--- src/rtl/switch_input_pkg.sv ---
// Shared CPU package: debounce FSM state encoding and the default data width
// used by the operator input port, the display latch and the bus logic.
package switch_input_pkg;

  typedef enum logic [1:0] {
    IDLE         = 2'd0,
    PRESS_WAIT   = 2'd1,
    HELD         = 2'd2,
    RELEASE_WAIT = 2'd3
  } debounce_state_t;

  localparam int DATA_WIDTH = 8;

endpackage

--- src/rtl/switch_input_sync.sv ---
// Two-flop synchronizer for asynchronous operator inputs; clears to zero on reset.
module switch_input_sync #(
  parameter int WIDTH = 8
) (
  input  logic             i_clk,
  input  logic             i_rst,
  input  logic [WIDTH-1:0] i_d,
  output logic [WIDTH-1:0] o_q
);

  logic [WIDTH-1:0] r_meta;
  logic [WIDTH-1:0] r_sync;

  // Two-stage capture of the raw input to settle metastability.
  always_ff @(posedge i_clk or posedge i_rst) begin
    if (i_rst) begin
      r_meta <= '0;
      r_sync <= '0;
    end else begin
      r_meta <= i_d;
      r_sync <= r_meta;
    end
  end

  assign o_q = r_sync;

endmodule

--- src/rtl/switch_input.sv ---
// Operator input port: debounces the enter button and, once per clean press,
// captures the synchronized data switches into a holding register that the
// control logic drains with a one-cycle read strobe.
module switch_input
  import switch_input_pkg::*;
#(
  parameter int DEBOUNCE_CYCLES = 1000,
  parameter int WIDTH           = DATA_WIDTH
) (
  input  logic             CLK,
  input  logic             RST,
  input  logic [WIDTH-1:0] sw,
  input  logic             btn,
  input  logic             inputEN,
  output logic [WIDTH-1:0] data,
  output logic             valid,
  output logic             overrun,
  output logic             busy
);

  localparam int CNT_W = (DEBOUNCE_CYCLES > 1) ? $clog2(DEBOUNCE_CYCLES) : 1;
  localparam logic [CNT_W-1:0] CNT_LAST = CNT_W'(DEBOUNCE_CYCLES - 1);
  localparam logic [CNT_W-1:0] CNT_ONE  = CNT_W'(1);

  logic [WIDTH-1:0] w_sw_s;
  logic [0:0]       w_btn_s;

  debounce_state_t  r_state;
  debounce_state_t  w_state_nxt;
  logic [CNT_W-1:0] r_cnt;
  logic [CNT_W-1:0] w_cnt_nxt;
  logic             w_capture;
  logic             w_busy_nxt;

  logic [WIDTH-1:0] r_data;
  logic             r_valid;
  logic             r_overrun;
  logic             r_busy;

  switch_input_sync #(.WIDTH(WIDTH)) u_sync_sw (
    .i_clk (CLK),
    .i_rst (RST),
    .i_d   (sw),
    .o_q   (w_sw_s)
  );

  switch_input_sync #(.WIDTH(1)) u_sync_btn (
    .i_clk (CLK),
    .i_rst (RST),
    .i_d   (btn),
    .o_q   (w_btn_s)
  );

  // Debounce state and stability counter registers.
  always_ff @(posedge CLK or posedge RST) begin
    if (RST) begin
      r_state <= IDLE;
      r_cnt   <= '0;
    end else begin
      r_state <= w_state_nxt;
      r_cnt   <= w_cnt_nxt;
    end
  end

  // Next-state logic: a press or release is accepted only after the
  // synchronized button holds its level for DEBOUNCE_CYCLES further samples.
  always_comb begin
    w_state_nxt = r_state;
    w_cnt_nxt   = r_cnt;
    case (r_state)
      IDLE: begin
        if (w_btn_s[0]) begin
          w_state_nxt = PRESS_WAIT;
          w_cnt_nxt   = '0;
        end else begin
          w_state_nxt = IDLE;
        end
      end
      PRESS_WAIT: begin
        if (!w_btn_s[0]) begin
          w_state_nxt = IDLE;
          w_cnt_nxt   = '0;
        end else if (r_cnt == CNT_LAST) begin
          w_state_nxt = HELD;
          w_cnt_nxt   = '0;
        end else begin
          w_cnt_nxt   = r_cnt + CNT_ONE;
        end
      end
      HELD: begin
        if (!w_btn_s[0]) begin
          w_state_nxt = RELEASE_WAIT;
          w_cnt_nxt   = '0;
        end else begin
          w_state_nxt = HELD;
        end
      end
      RELEASE_WAIT: begin
        if (w_btn_s[0]) begin
          w_state_nxt = HELD;
          w_cnt_nxt   = '0;
        end else if (r_cnt == CNT_LAST) begin
          w_state_nxt = IDLE;
          w_cnt_nxt   = '0;
        end else begin
          w_cnt_nxt   = r_cnt + CNT_ONE;
        end
      end
      default: begin
        w_state_nxt = IDLE;
        w_cnt_nxt   = '0;
      end
    endcase
  end

  // FSM outputs: capture strobe on the accepting edge, busy tracks the next state.
  always_comb begin
    w_capture  = (r_state == PRESS_WAIT) && w_btn_s[0] && (r_cnt == CNT_LAST);
    w_busy_nxt = (w_state_nxt != IDLE);
  end

  // Busy flag registered so it always equals (state != IDLE).
  always_ff @(posedge CLK or posedge RST) begin
    if (RST) begin
      r_busy <= 1'b0;
    end else begin
      r_busy <= w_busy_nxt;
    end
  end

  // Holding register: a capture outranks a read; a read only clears pending state.
  always_ff @(posedge CLK or posedge RST) begin
    if (RST) begin
      r_data    <= '0;
      r_valid   <= 1'b0;
      r_overrun <= 1'b0;
    end else if (w_capture) begin
      r_data    <= w_sw_s;
      r_valid   <= 1'b1;
      r_overrun <= r_valid & ~inputEN;
    end else if (inputEN && r_valid) begin
      r_valid   <= 1'b0;
      r_overrun <= 1'b0;
    end else begin
      r_valid   <= r_valid;
      r_overrun <= r_overrun;
    end
  end

  assign data    = r_data;
  assign valid   = r_valid;
  assign overrun = r_overrun;
  assign busy    = r_busy;

endmodule

--- config.mk ---
export PLATFORM = sky130hd
export DESIGN_NAME = switch_input
export DESIGN_NICKNAME = d
export VERILOG_FILES = /design/src/rtl/switch_input_pkg.sv /design/src/rtl/switch_input_sync.sv /design/src/rtl/switch_input.sv
export SDC_FILE = /design/constraint.sdc
export NUM_CORES = 1
export LEC_CHECK = 0
export CAP_MARGIN = 20
export CORE_MARGIN = 1
export CORE_UTILIZATION = 48
export DETAILED_ROUTE_END_ITERATION = 12
export GPL_ROUTABILITY_DRIVEN = 0
export PLACE_DENSITY = 0.75
export REMOVE_ABC_BUFFERS = 1
export SLEW_MARGIN = 20
export SYNTH_ARGS = -nofsm -noshare
export SYNTH_HDL_FRONTEND = slang
export SYNTH_SLANG_ARGS = --single-unit
--- constraint.sdc ---
create_clock -name CLK -period 2.3 [get_ports CLK]
set_input_delay 0.69 -clock CLK [delete_from_list [all_inputs] [get_ports CLK]]
set_output_delay 0.69 -clock CLK [all_outputs]
set_load 0.005 [all_outputs]
; ---- After elaboration in Yosys (flattened, before gate mapping)
; Cells that the tools add are included.
[word_totals]
reg_bits = 41
latchBits = 0
ram_bits = 0
rom_bits = 0
inputBits = 12
output_inout_bits = 11
elab_cells = 42
mem_count = 0
[op_classes]
add_sub_neg = 1
multipliers = 0
n_div = 0
n_lt_le_gt_ge = 0
eq_ne = 6
shifts = 0
n_mux = 16
bitwise = 2
n_reduce_logical = 7
[ops]
columns = cell, n
row1 = two-way mux 10 bit, 5
row2 = one-hot mux 10 bit (4 select lines), 1
row3 = adder 10 x 1 -> 10 bit (second input constant), 1
row4 = == test 10 bit (second input constant), 1
row5 = two-way mux 2 bit, 4
row6 = one-hot mux 2 bit (4 select lines), 1
row7 = two-way mux 1 bit, 5
row8 = == test 2 bit (second input constant), 2
row9 = nonzero test 2 bit, 2
row10 = logical AND 1 bit, 3
row11 = == test 2 x 1 -> 1 bit (second input constant), 1
row12 = zero test 2 bit, 1
row13 = inequality test 2 x 1 -> 1 bit (second input constant), 1
row14 = inequality test 2 bit (second input constant), 1
row15 = AND reduction 2 bit, 1
row16 = bitwise AND 1 bit, 1
row17 = inverter 1 bit, 1

; ---- Longest topological paths before layout
; Gate-level depths: netlist of run 1.
[depth]
depth_word = 5
depth_mapped = 6
ltp_nobuf = 6

; ---- Hierarchy
; From an unflattened synthesis of run 1, not the netlist that was laid out.
[hier_totals]
cells_unflattened = 115
hier_area_um2 = 1576.5
[by_module_without_submodules]
columns = mod, n_inst, cells_per_inst, area_per_inst_um2, seq_area_each_um2
row1 = switch_input, 1, 95, 1118.6, 575.6
row2 = switch_input_sync (u_sync_sw), 1, 17, 404.1, 400.4
row3 = switch_input_sync (u_sync_btn), 1, 3, 53.8, 50.0

; ---- Worst setup path after synthesis of run 1
; No wires, ideal clock.
[synth_path]
kind = reg-to-reg
from = register r_cnt[0]
to = register r_data[0] (netlist: data[0])
setup_time_ns = 0.125
arrival_time_ns = 1.580
required_time_ns = 2.175
slack_ns = 0.595
path_stages_with_launch = 6
n_path_buf = 0
period_less_slack_ns = 1.705
path_cell_list = dfrtp_1 ha_1 and3_4 nand3_4 nor3_4 mux2_2
[synth_between]
elab_chain_cells = 2
[synth_rtl]
columns = element, line
row1 = "start, declared", switch_input.sv:30  ; logic [CNT_W-1:0] r_cnt;
row2 = "start signal, assigned", switch_input.sv:61  ; r_cnt <= w_cnt_nxt;
row3 = == test 10 bit, switch_input.sv:118  ; w_capture = (r_state == PRESS_WAIT) && w_btn_s[0] && (r_cnt == CNT_LAST);
row4 = logical AND 1 bit, switch_input.sv:118
row5 = "end signal, assigned", switch_input.sv:138  ; r_data <= w_sw_s;
row6 = "end, declared", switch_input.sv:35  ; logic [WIDTH-1:0] r_data;
; No other way between the ends.
; A chain may end at the register's enable or synchronous reset.

; ---- Worst setup path after layout of run 1
[layout_path]
from = register r_valid (netlist: valid)
to = output valid
[layout_rtl]
columns = element, line
row1 = "start, declared", switch_input.sv:36  ; logic r_valid;
row2 = "start signal, assigned", switch_input.sv:145  ; r_valid <= r_valid;
row3 = "end, declared", switch_input.sv:16  ; output logic valid,
; No word-level cell between the ends.

==> reports/qor.yml, run 1 <==
routing:
  drc_errors: 0
  num_vias: 977
  drt-initial-drc-count: 49
  wl_per_cell_um: 12.89
  vias_per_cell: 5.142
  drtPass1Iterations: 4
  ant_nets: 0
  wirelength_um: 2450
logic_synthesis:
  yosysSeqAreaShare_pct: 67.10
  ys_seq_elements: 41
  netlist_area_sq_mm: 0.001529
  yosysUniqueCellTypes: 31
  yosysWarnings: 0
  syn-instance-count: 116
  synth.avg_cell_area_sq_um: 13.18
clock_tree:
  cts.sinks: 41
  htree_levels: 2
  clkTransAtPathRegs_ns: 0.12
  cts_buffer_depth: 2
  cts_tree: "done"
  cts_hold_buf: 0
  numCtsBuffers: 5
  cts_setup_buffers: 0
  clk_latency_ns: 0.34
  ctsResizeCount: 0
  cts_root_buf: "clkbuf_4"
floorplan:
  io_pins: 23
  die_area_sq_mm: 0.003415
  design.core.area_sq_mm: 0.003028
  fp-row-count: 20
  die_x_um: 58.44
  die_h_um: 58.44
  initial_core_util_pct: 50.50
timing:
  hold_ws_ns: 0.3555
  maxSlewHeadroom_pct: 62.54
  tightest_slew_ns: 0.5599
  setup_violations: 0
  skew_ns: 0.01117
  rsz0062_at_grt: "false"
  min_period_over_period_pct: 84.20
  fin_ws_ns: 0.3635
  maxSlewViolCount: 0
  hold_viol_final: 0
  fmax_mhz: 516.4
  fin_tns_setup_ns: 0
  min_period_ns: 1.937
final_layout:
  fin_area_sq_mm: 0.001887
  final_nets: 158
  nFillCells: 239
  areaGrowthSynthToFinish_pct: 23.40
  antenna_cells: 0
  drive_gt1_share_pct: 14.38
power_and_ir_drop:
  ir_drop_v: 0.0005675
  p_per_area_mw_per_mm2: 664.6
  p_total_mw: 1.254
  p_leak_nw: 0.8616
placement:
  placed_area_sq_mm: 0.001807
  portBuffers: 22
  hpwl_um: 1709
  place_ws_ns: 0.4085
setup_path:
  crit_path_start_kind: "register"
  r2r_setup_slack_ns: 0.40
  r2r-start: "r_cnt[1]"
  cpMaxStageDelayCell: "clkdlybuf4s50_1"
  critPathMaxStageDelay_ns: 0.51
  rr_worst_depth: 5
  crit_type: "reg -> out"
  r2r_end: "data[5]"
  worstPathMaxFanout: 4
  cp_data_required_time_ns: 1.61
  arrival_ns: 1.25
  crit_family: "buffers and inverters"
  path_cells: "clkdlybuf4s50_1"
  worst-path-buf-inv: 1
  critPathCaptureType: "output port"
min_path:
  hold_depth: 0
  hold_end: "u_sync_sw.o_q[0]"
  min_from: "u_sync_sw.r_meta[0]"
  hp-class: "reg -> reg"
run_status:
  status: "finished clean"
global_route:
  grt_pass1_vias: 994
  grt_max_degree: 42
  track_usage_pct: 17.47
  grt-ovfl-total: 0
  antenna_found_initial: 0
  grt_pass1_wl_um: 4298
flow_run:
  drv_cap: 0
[cell usage after synthesis (all sizes together)]
cell type / count / area [sq um]
o31ai: 2 / 15.01
a22o: 1 / 8.760
nor3: 4 / 31.28
o311ai: 1 / 8.760
or3: 1 / 6.260
o21ai: 8 / 40.04
inv: 3 / 11.26
nor2: 4 / 22.52
a31oi: 1 / 6.260
clkbuf: 1 / 5.000
and2: 2 / 12.52
a21oi: 6 / 30.03
nand2b: 1 / 6.260
a21o: 5 / 37.54
nor4: 1 / 6.260
mux2: 9 / 101.4
nand3b: 1 / 7.510
nand2: 11 / 41.29
dfrtp: 41 / 1026
nor2b: 1 / 6.260
and3: 2 / 17.52
o21a: 1 / 7.510
nand3: 6 / 42.54
mux2i: 1 / 10.01
xor2: 1 / 8.760
ha: 1 / 12.51
[state kept, by name (all words and copies together), names as in the netlist]
name,count
u_sync_btn.r_meta,1
busy,1
r_cnt,10
overrun,1
valid,1
u_sync_sw.o_q,8
u_sync_btn.o_q,1
r_state,2
u_sync_sw.r_meta,8
data,8
[routing by layer]
layer  track usage, %  vias up  routed length (um)
li1                 -      468                   -
met1            20.54      481                1079
met2            29.06       20                1214
met3            4.615        8                 101
met4            10.20        0                  55
met5                0        -                   0
[cells by family (layout without fill, tap and decap cells)]
family	Yosys count	after routing	share of synthesized area (%)
adder cells (fa/ha/maj)	1	1	0.8182
AO/OA/AOI/OAI	25	25	10.07
buffers and inverters	4	34	1.063
XOR/XNOR	1	1	0.5729
flip-flops	41	41	67.10
AND/OR/NAND/NOR	34	34	13.10
multiplexers	10	10	7.283
[cell usage in the layout (no fill, tap or decap), types with 2 or more instances in the layout]
cell             netlist  final
a21o_1                 5      5
a21oi_1                6      6
clkbuf_4               0      5
clkdlybuf4s50_1        0     22
dfrtp_1               41     41
inv_1                  3      3
mux2_2                 9      9
nand2_1               11     11
nand3_1                5      5
nor2_1                 3      3
nor3_1                 3      3
o21ai_0                8      8
o31ai_1                2      2
[how the worst max path moves through the flow]
stage	cells past startpoint	startpoint	to	slack (ns)
floorplan	5	r_cnt[0]	data[0]	0.60
global placement	5	r_cnt[0]	data[3]	0.47
detailed placement	5	r_cnt[0]	data[5]	0.41
CTS	1	valid	valid	0.35
global route	5	r_cnt[0]	data[5]	0.29
finish	1	valid	valid	0.36
[layout make-up]
cell class	instances	area [sq um]	area share [%]
Timing Repair Buffer	23	227.7	12.07
Clock buffer	6	41.29	2.188
Clock inverter	2	38.79	2.056
Sequential cell	41	1026	54.38
Multi-Input combinational cell	71	486.7	25.80
Inverter	3	11.26	0.5968
Tap cell	44	55.05	2.918
[through the flow]
step | util (%) | std cells
CTS | 62.31 | 190
detailed placement | 59.67 | 182
floorplan | - | 115
finish | 62.31 | 190
global route | 62.31 | 190
global placement | 59.67 | 182
[power by group]
part | internal (mW) | total (mW) | leakage [nW] | switching [mW]
clock network | 0.231 | 0.447 | 0.0424 | 0.216
registers | 0.741 | 0.750 | 0.520 | 0.00873
logic | 0.0270 | 0.0571 | 0.299 | 0.0302
Power figures use the tool's default switching activity.
==> inputs of run 2 (changes only) <==
--- a/config.mk
+++ b/config.mk
@@ -7,10 +7,10 @@
 export LEC_CHECK = 0
 export CAP_MARGIN = 20
 export CORE_MARGIN = 1
-export CORE_UTILIZATION = 48
+export CORE_UTILIZATION = 47
 export DETAILED_ROUTE_END_ITERATION = 12
 export GPL_ROUTABILITY_DRIVEN = 0
-export PLACE_DENSITY = 0.75
+export PLACE_DENSITY = 0.77
 export REMOVE_ABC_BUFFERS = 1
 export SLEW_MARGIN = 20
 export SYNTH_ARGS = -nofsm -noshare
==> constraint.sdc (replaced) <==
create_clock -name CLK -period 1.77 [get_ports CLK]
set_input_delay 0.531 -clock CLK [delete_from_list [all_inputs] [get_ports CLK]]
set_output_delay 0.531 -clock CLK [all_outputs]
set_load 0.005 [all_outputs]
==> reports/qor.yml, run 2 (same netlist as run 1, synthesis figures left out) <==
run_status:
  status: "finished clean"
timing:
  min_period_ns: 1.716
  skew_ns: 0.01367  # +0.002498 ns
  fmax_mhz: 582.7
  hold_viol_final: 0  # unchanged
  fin_tns_setup_ns: 0  # unchanged
  min_period_over_period_pct: 96.96
  rsz0062_at_grt: "false"
  maxSlewViolCount: 0  # unchanged
  maxSlewHeadroom_pct: 64.73  # +2.2 points
  setup_violations: 0  # unchanged
  tightest_slew_ns: 0.5272  # -0.03271 ns
global_route:
  grt_max_degree: 40  # -4.8%
  antenna_found_initial: 0  # unchanged
  track_usage_pct: 17.31  # -0.16 points
  grt_pass1_wl_um: 4222  # -1.8%
  grt-ovfl-total: 0  # unchanged
  grt_pass1_vias: 928  # -6.6%
final_layout:
  drive_gt1_share_pct: 18.00  # +3.6 points
  antenna_cells: 0  # unchanged
  largest_register_ffs: 10  # unchanged
  largest-register: "r_cnt"
  regArea_sq_mm: 0.001026  # unchanged
  fin_area_sq_mm: 0.001926  # +2.1%
  multi_input_area_sq_um: 489.2  # +0.51%
  final_common_cell: "dfrtp_1"
  nFillCells: 250  # +4.6%
  areaGrowthSynthToFinish_pct: 25.94
  final_nets: 162  # +2.5%
  final_cell_mix: "41 x dfrtp_1, 12 x clkdlybuf4s50_1, 11 x nand2_1"
placement:
  placed_area_sq_mm: 0.001847  # +2.2%
  hpwl_um: 1848  # +8.1%
  portBuffers: 22  # unchanged
floorplan:
  die_h_um: 59.04  # +1.0%
  die_area_sq_mm: 0.003485  # +2.0%
  design.core.area_sq_mm: 0.003078  # +1.7%
  die_x_um: 59.04  # +1.0%
  io_pins: 23  # unchanged
  fp-row-count: 20  # unchanged
  initial_core_util_pct: 49.67  # -0.82 points
setup_path:
  cp_data_required_time_ns: 1.24  # -0.37 ns
  critPathCaptureType: "output port"
  worstPathMaxFanout: 1  # -3
  r2r-start: "r_cnt[1]"
  crit_path_start_kind: "register"
  crit_family: "buffers and inverters"
  path_cells: "clkdlybuf4s50_1"
  critPathMaxStageDelay_ns: 0.49  # -0.02 ns
  cpMaxStageDelayCell: "clkdlybuf4s50_1"
  crit_type: "reg -> out"
  critPathLaunch: "busy"
  arrival_ns: 1.19  # -0.06 ns
  worst-path-buf-inv: 1  # unchanged
clock_tree:
  cts_root_buf: "clkbuf_4"
  cts_hold_buf: 0  # unchanged
  clk_latency_ns: 0.35  # about the same
  cts.sinks: 41  # unchanged
  clkTransAtPathRegs_ns: 0.12  # about the same
  numCtsBuffers: 5  # unchanged
  cts_tree: "done"
  htree_levels: 2  # unchanged
  cts_buffer_depth: 2  # unchanged
flow_run:
  drv_cap: 0  # unchanged
min_path:
  min_from: "u_sync_sw.r_meta[4]"
  hp-class: "reg -> reg"
routing:
  vias_per_cell: 5.077  # -1.3%
  wirelength_um: 2550  # +4.1%
  ant_nets: 0  # unchanged
  drtPass1Iterations: 4  # unchanged
  drt-initial-drc-count: 35  # -29%
  wl_per_cell_um: 13.14  # +1.9%
  drc_errors: 0  # unchanged
  num_vias: 985  # +0.82%
power_and_ir_drop:
  p_leak_nw: 0.9593  # +11%
  p_per_area_mw_per_mm2: 792.4  # +19%
  ir_drop_v: 0.0005835  # +2.8%
-- run 2: layout make-up --
| type | instances | area share (%) |
|---|---|---|
| Tap cell | 44 | 2.859 |
| Sequential cell | 41 | 53.28 |
| Timing Repair Buffer | 27 | 14.62 |
| Clock inverter | 3 | 1.300 |
| Clock buffer | 5 | 1.949 |
| Inverter | 3 | 0.5848 |
| Multi-Input combinational cell | 71 | 25.41 |
-- run 2: worst paths after layout --
kind | cells past startpoint | end | slack, ns
worst max-delay path | 1 | busy | 0.05
worst min register to register | 0 | u_sync_sw.o_q[4] | 0.36
worst max register to register | 5 | r_state[1] | 0.08
min in group asynchronous | 2 | valid | 0.39
max in group asynchronous | 3 | r_state[0] | 0.96
worst min-delay path | 0 | u_sync_sw.o_q[4] | 0.36
-- run 2: power by group --
part | internal (mW) | switching, mW
sequential | 0.963 | 0.0112
combinational | 0.0410 | 0.0430
clock | 0.162 | 0.306
total | 1.17 | 0.360
-- run 2: routing by layer --
layer  wire length (um)  GRT usage [%]
met1               1089          21.92
met2               1301          26.79
met3                112          5.895
met4                 47          8.503
met5                  0              0
-- run 2: timing repair --
action,CTS,global route
gates cloned,0,0
endpoints found under the setup margin,7,17
buffers inserted,1,1
pin swaps,0,1
gates resized for setup,7,6
-- run 2: stage by stage --
step | power (mW) | instances | hold WS (ns) | setup slack, ns | util (%)
floorplan | 1.026 | 115 | 0.3312 | 0.06549 | -
global placement | 1.068 | 184 | 0.3324 | 0.09598 | 60.00
detailed placement | 1.074 | 184 | 0.3347 | 0.02576 | 60.00
CTS | 1.546 | 193 | 0.3432 | 0.003513 | 61.99
global route | 1.593 | 194 | 0.3657 | 0.006597 | 62.56
finish | 1.526 | 194 | 0.3642 | 0.05386 | 62.56
==> inputs of run 3 (changes only) <==
--- a/config.mk
+++ b/config.mk
@@ -5,12 +5,13 @@
 export SDC_FILE = /design/constraint.sdc
 export NUM_CORES = 1
 export LEC_CHECK = 0
+export ABC_AREA = 1
 export CAP_MARGIN = 20
 export CORE_MARGIN = 1
 export CORE_UTILIZATION = 47
 export DETAILED_ROUTE_END_ITERATION = 12
 export GPL_ROUTABILITY_DRIVEN = 0
-export PLACE_DENSITY = 0.77
+export PLACE_DENSITY = 0.76
 export REMOVE_ABC_BUFFERS = 1
 export SLEW_MARGIN = 20
 export SYNTH_ARGS = -nofsm -noshare
==> reports/qor.yml, run 3 <==
run_status:
  status: "finished clean"
clock_tree:
  cts_hold_buf: 0  # unchanged
  clk_latency_ns: 0.33  # -0.02 ns
  clkTransAtPathRegs_ns: 0.12  # about the same
  cts_buffer_depth: 2  # unchanged
  numCtsBuffers: 5  # unchanged
  cts_tree: "done"
  cts_root_buf: "clkbuf_4"
  cts.sinks: 41  # unchanged
  htree_levels: 2  # unchanged
logic_synthesis:
  yosysWarnings: 0  # unchanged
  ys_seq_elements: 41  # unchanged
  syn-instance-count: 162  # +40%
  netlist_area_sq_mm: 0.001625  # +6.3%
  async_flop_share_pct: 100.0  # unchanged
  synth.most_common_cell: "nand2_1"
  synth_edf_count: 0  # unchanged
  yosysUniqueCellTypes: 22  # -29%
  synth_area_leader_cell: "dfrtp_1"
  synth.avg_cell_area_sq_um: 10.03  # -24%
  ys_top_cells_by_count: "43 x nand2_1, 41 x dfrtp_1, 23 x inv_1"
  synth_top_area_share_pct: 63.13  # -4.0 points
  yosysSeqAreaShare_pct: 63.13  # -4.0 points
  ys_top_cells_by_area: "dfrtp_1 63%, nand2_1 9.9%, inv_1 5.3%, o21ai_2 4.3%, nor2_1 3.5%"
  synth_ff_type: "dfrtp_1"
routing:
  drtPass1Iterations: 4  # unchanged
  drc_errors: 0  # unchanged
  num_vias: 1170  # +19%
  drt-initial-drc-count: 52  # +49%
  ant_nets: 0  # unchanged
  wl_per_cell_um: 11.56  # -12%
  wirelength_um: 2774  # +8.8%
  vias_per_cell: 4.875  # -4.0%
final_layout:
  final_cells: 240  # +24%
  final_cell_mix: "43 x nand2_1, 41 x dfrtp_1, 23 x inv_1"
  nFillCells: 254  # +1.6%
  final_core_util_pct: 64.49  # +1.9 points
  final_nets: 208  # +28%
  multi_input_area_sq_um: 494.2  # +1.0%
  final_common_cell: "nand2_1"
  largest-register: "r_cnt"
  drive_gt1_share_pct: 15.31  # -2.7 points
  areaGrowthSynthToFinish_pct: 26.10
  regArea_sq_mm: 0.001026  # unchanged
  largest_register_ffs: 10  # unchanged
  antenna_cells: 0  # unchanged
placement:
  place_ws_ns: 0.2622  # +0.2365 ns
  portBuffers: 22  # unchanged
  dp_cells: 228  # +24%
  hpwl_um: 1969  # +6.6%
setup_path:
  cpMaxStageDelayCell: "clkdlybuf4s50_1"
  arrival_ns: 1.16  # -0.03 ns
  r2r_setup_slack_ns: 0.21  # +0.13 ns
  critPathMaxStageDelay_ns: 0.49  # about the same
  worst-path-buf-inv: 1  # unchanged
  crit_type: "reg -> out"
  path_cells: "clkdlybuf4s50_1"
  critPathLaunch: "busy"
  r2r_end: "r_cnt[7]"
  cp_data_required_time_ns: 1.24  # about the same
  worstPathMaxFanout: 1  # unchanged
  critPathCaptureType: "output port"
  crit_path_start_kind: "register"
  crit_family: "buffers and inverters"
  rr_worst_depth: 8  # +3
  r2r-start: "r_cnt[0]"
floorplan:
  initial_core_util_pct: 51.14  # +1.5 points
  design.core.area_sq_mm: 0.003178  # +3.3%
  die_area_sq_mm: 0.003697  # +6.1%
  die_h_um: 60.81  # +3.0%
  fp-row-count: 20  # unchanged
  io_pins: 23  # unchanged
  die_x_um: 60.81  # +3.0%
min_path:
  hp-class: "reg -> reg"
  hold_end: "u_sync_sw.o_q[4]"
  min_from: "u_sync_sw.r_meta[4]"
  hold_depth: 0  # unchanged
global_route:
  antenna_found_initial: 0  # unchanged
  grt-ovfl-total: 0  # unchanged
  grt_pass1_vias: 1161  # +25%
  grt_pass1_wl_um: 4671  # +11%
  track_usage_pct: 18.08  # +0.77 points
  grt_max_degree: 42  # +5.0%
timing:
  fin_tns_setup_ns: 0  # unchanged
  maxSlewHeadroom_pct: 76.11  # +11 points
  maxSlewViolCount: 0  # unchanged
  fin_ws_ns: 0.08110  # +0.02724 ns
  tightest_slew_ns: 0.3557  # -0.1715 ns
  min_period_over_period_pct: 95.42  # -1.5 points
  setup_violations: 0  # unchanged
  fmax_mhz: 592.1  # +1.6%
  rsz0062_at_grt: "false"
  skew_ns: 0.006920  # -0.006752 ns
  hold_viol_final: 0  # unchanged
  min_period_ns: 1.689  # -0.02724 ns
flow_run:
  drv_cap: 0  # unchanged
power_and_ir_drop:
  p_per_area_mw_per_mm2: 821.2  # +3.6%
  p_leak_nw: 1.138  # +19%
  ir_drop_v: 0.0007080  # +21%
  p_total_mw: 1.683  # +10%
run 3: worst max-delay path by stage:
stage	cells after the start	endpoint	slack, ns
3_3_place_gp	8	r_cnt[8]	0.37
6_report	1	busy	0.08
5_1_grt	1	busy	0.01
3_5_place_dp	8	r_cnt[7]	0.26
4_1_cts	1	data[1]	0.002
2_1_floorplan	1	busy	0.29
run 3: layout make-up:
type | count | area share [%]
inverters | 25 | 4.579
flip-flops and latches | 41 | 50.06
clock inverters | 2 | 1.831
clock buffers | 6 | 2.503
multi-input cells | 95 | 24.11
repair buffers | 27 | 14.22
well taps | 44 | 2.686
run 3: cells by family (layout without fill, tap and decap cells):
group,Yosys count,in the layout,share of synthesized area [%]
and+or+nand+nor,77,77,22.17
DFF,41,41,63.13
buffers and inverters,26,60,6.466
AOI/OAI and AO/OA,16,16,6.928
adders and majority gates,1,1,0.7697
xor gates and xnor gates,1,1,0.5390
run 3: report_power, final:
group / switching [mW] / leakage [nW] / total, mW / internal (mW)
logic: 0.0458 / 0.569 / 0.0839 / 0.0381
registers: 0.0120 / 0.525 / 0.975 / 0.963
clock network: 0.289 / 0.0445 / 0.624 / 0.336
total: 0.346 / 1.14 / 1.68 / 1.34
run 3: per-stage QoR:
step                hold slack [ns]  instance area (sq um)
floorplan                    0.3312                   1614
global placement             0.3318                   1909
detailed placement           0.3365                   1909
CTS                          0.3634                   1997
global route                 0.3698                   2049
finish                       0.3613                   2049
run 3: repair_timing:
action / 4_1_cts / 5_1_grt
endpoints found under the setup margin: 1 / 9
gates resized for setup: 1 / 9
buffers inserted: 0 / 4
run 3: metal layers:
metal / global-route usage, % / share of wire [%]
met1: 18.70 / 39
met5: 0 / 0
met4: 11.04 / 1.8
met3: 5.544 / 4.8
met2: 32.03 / 54
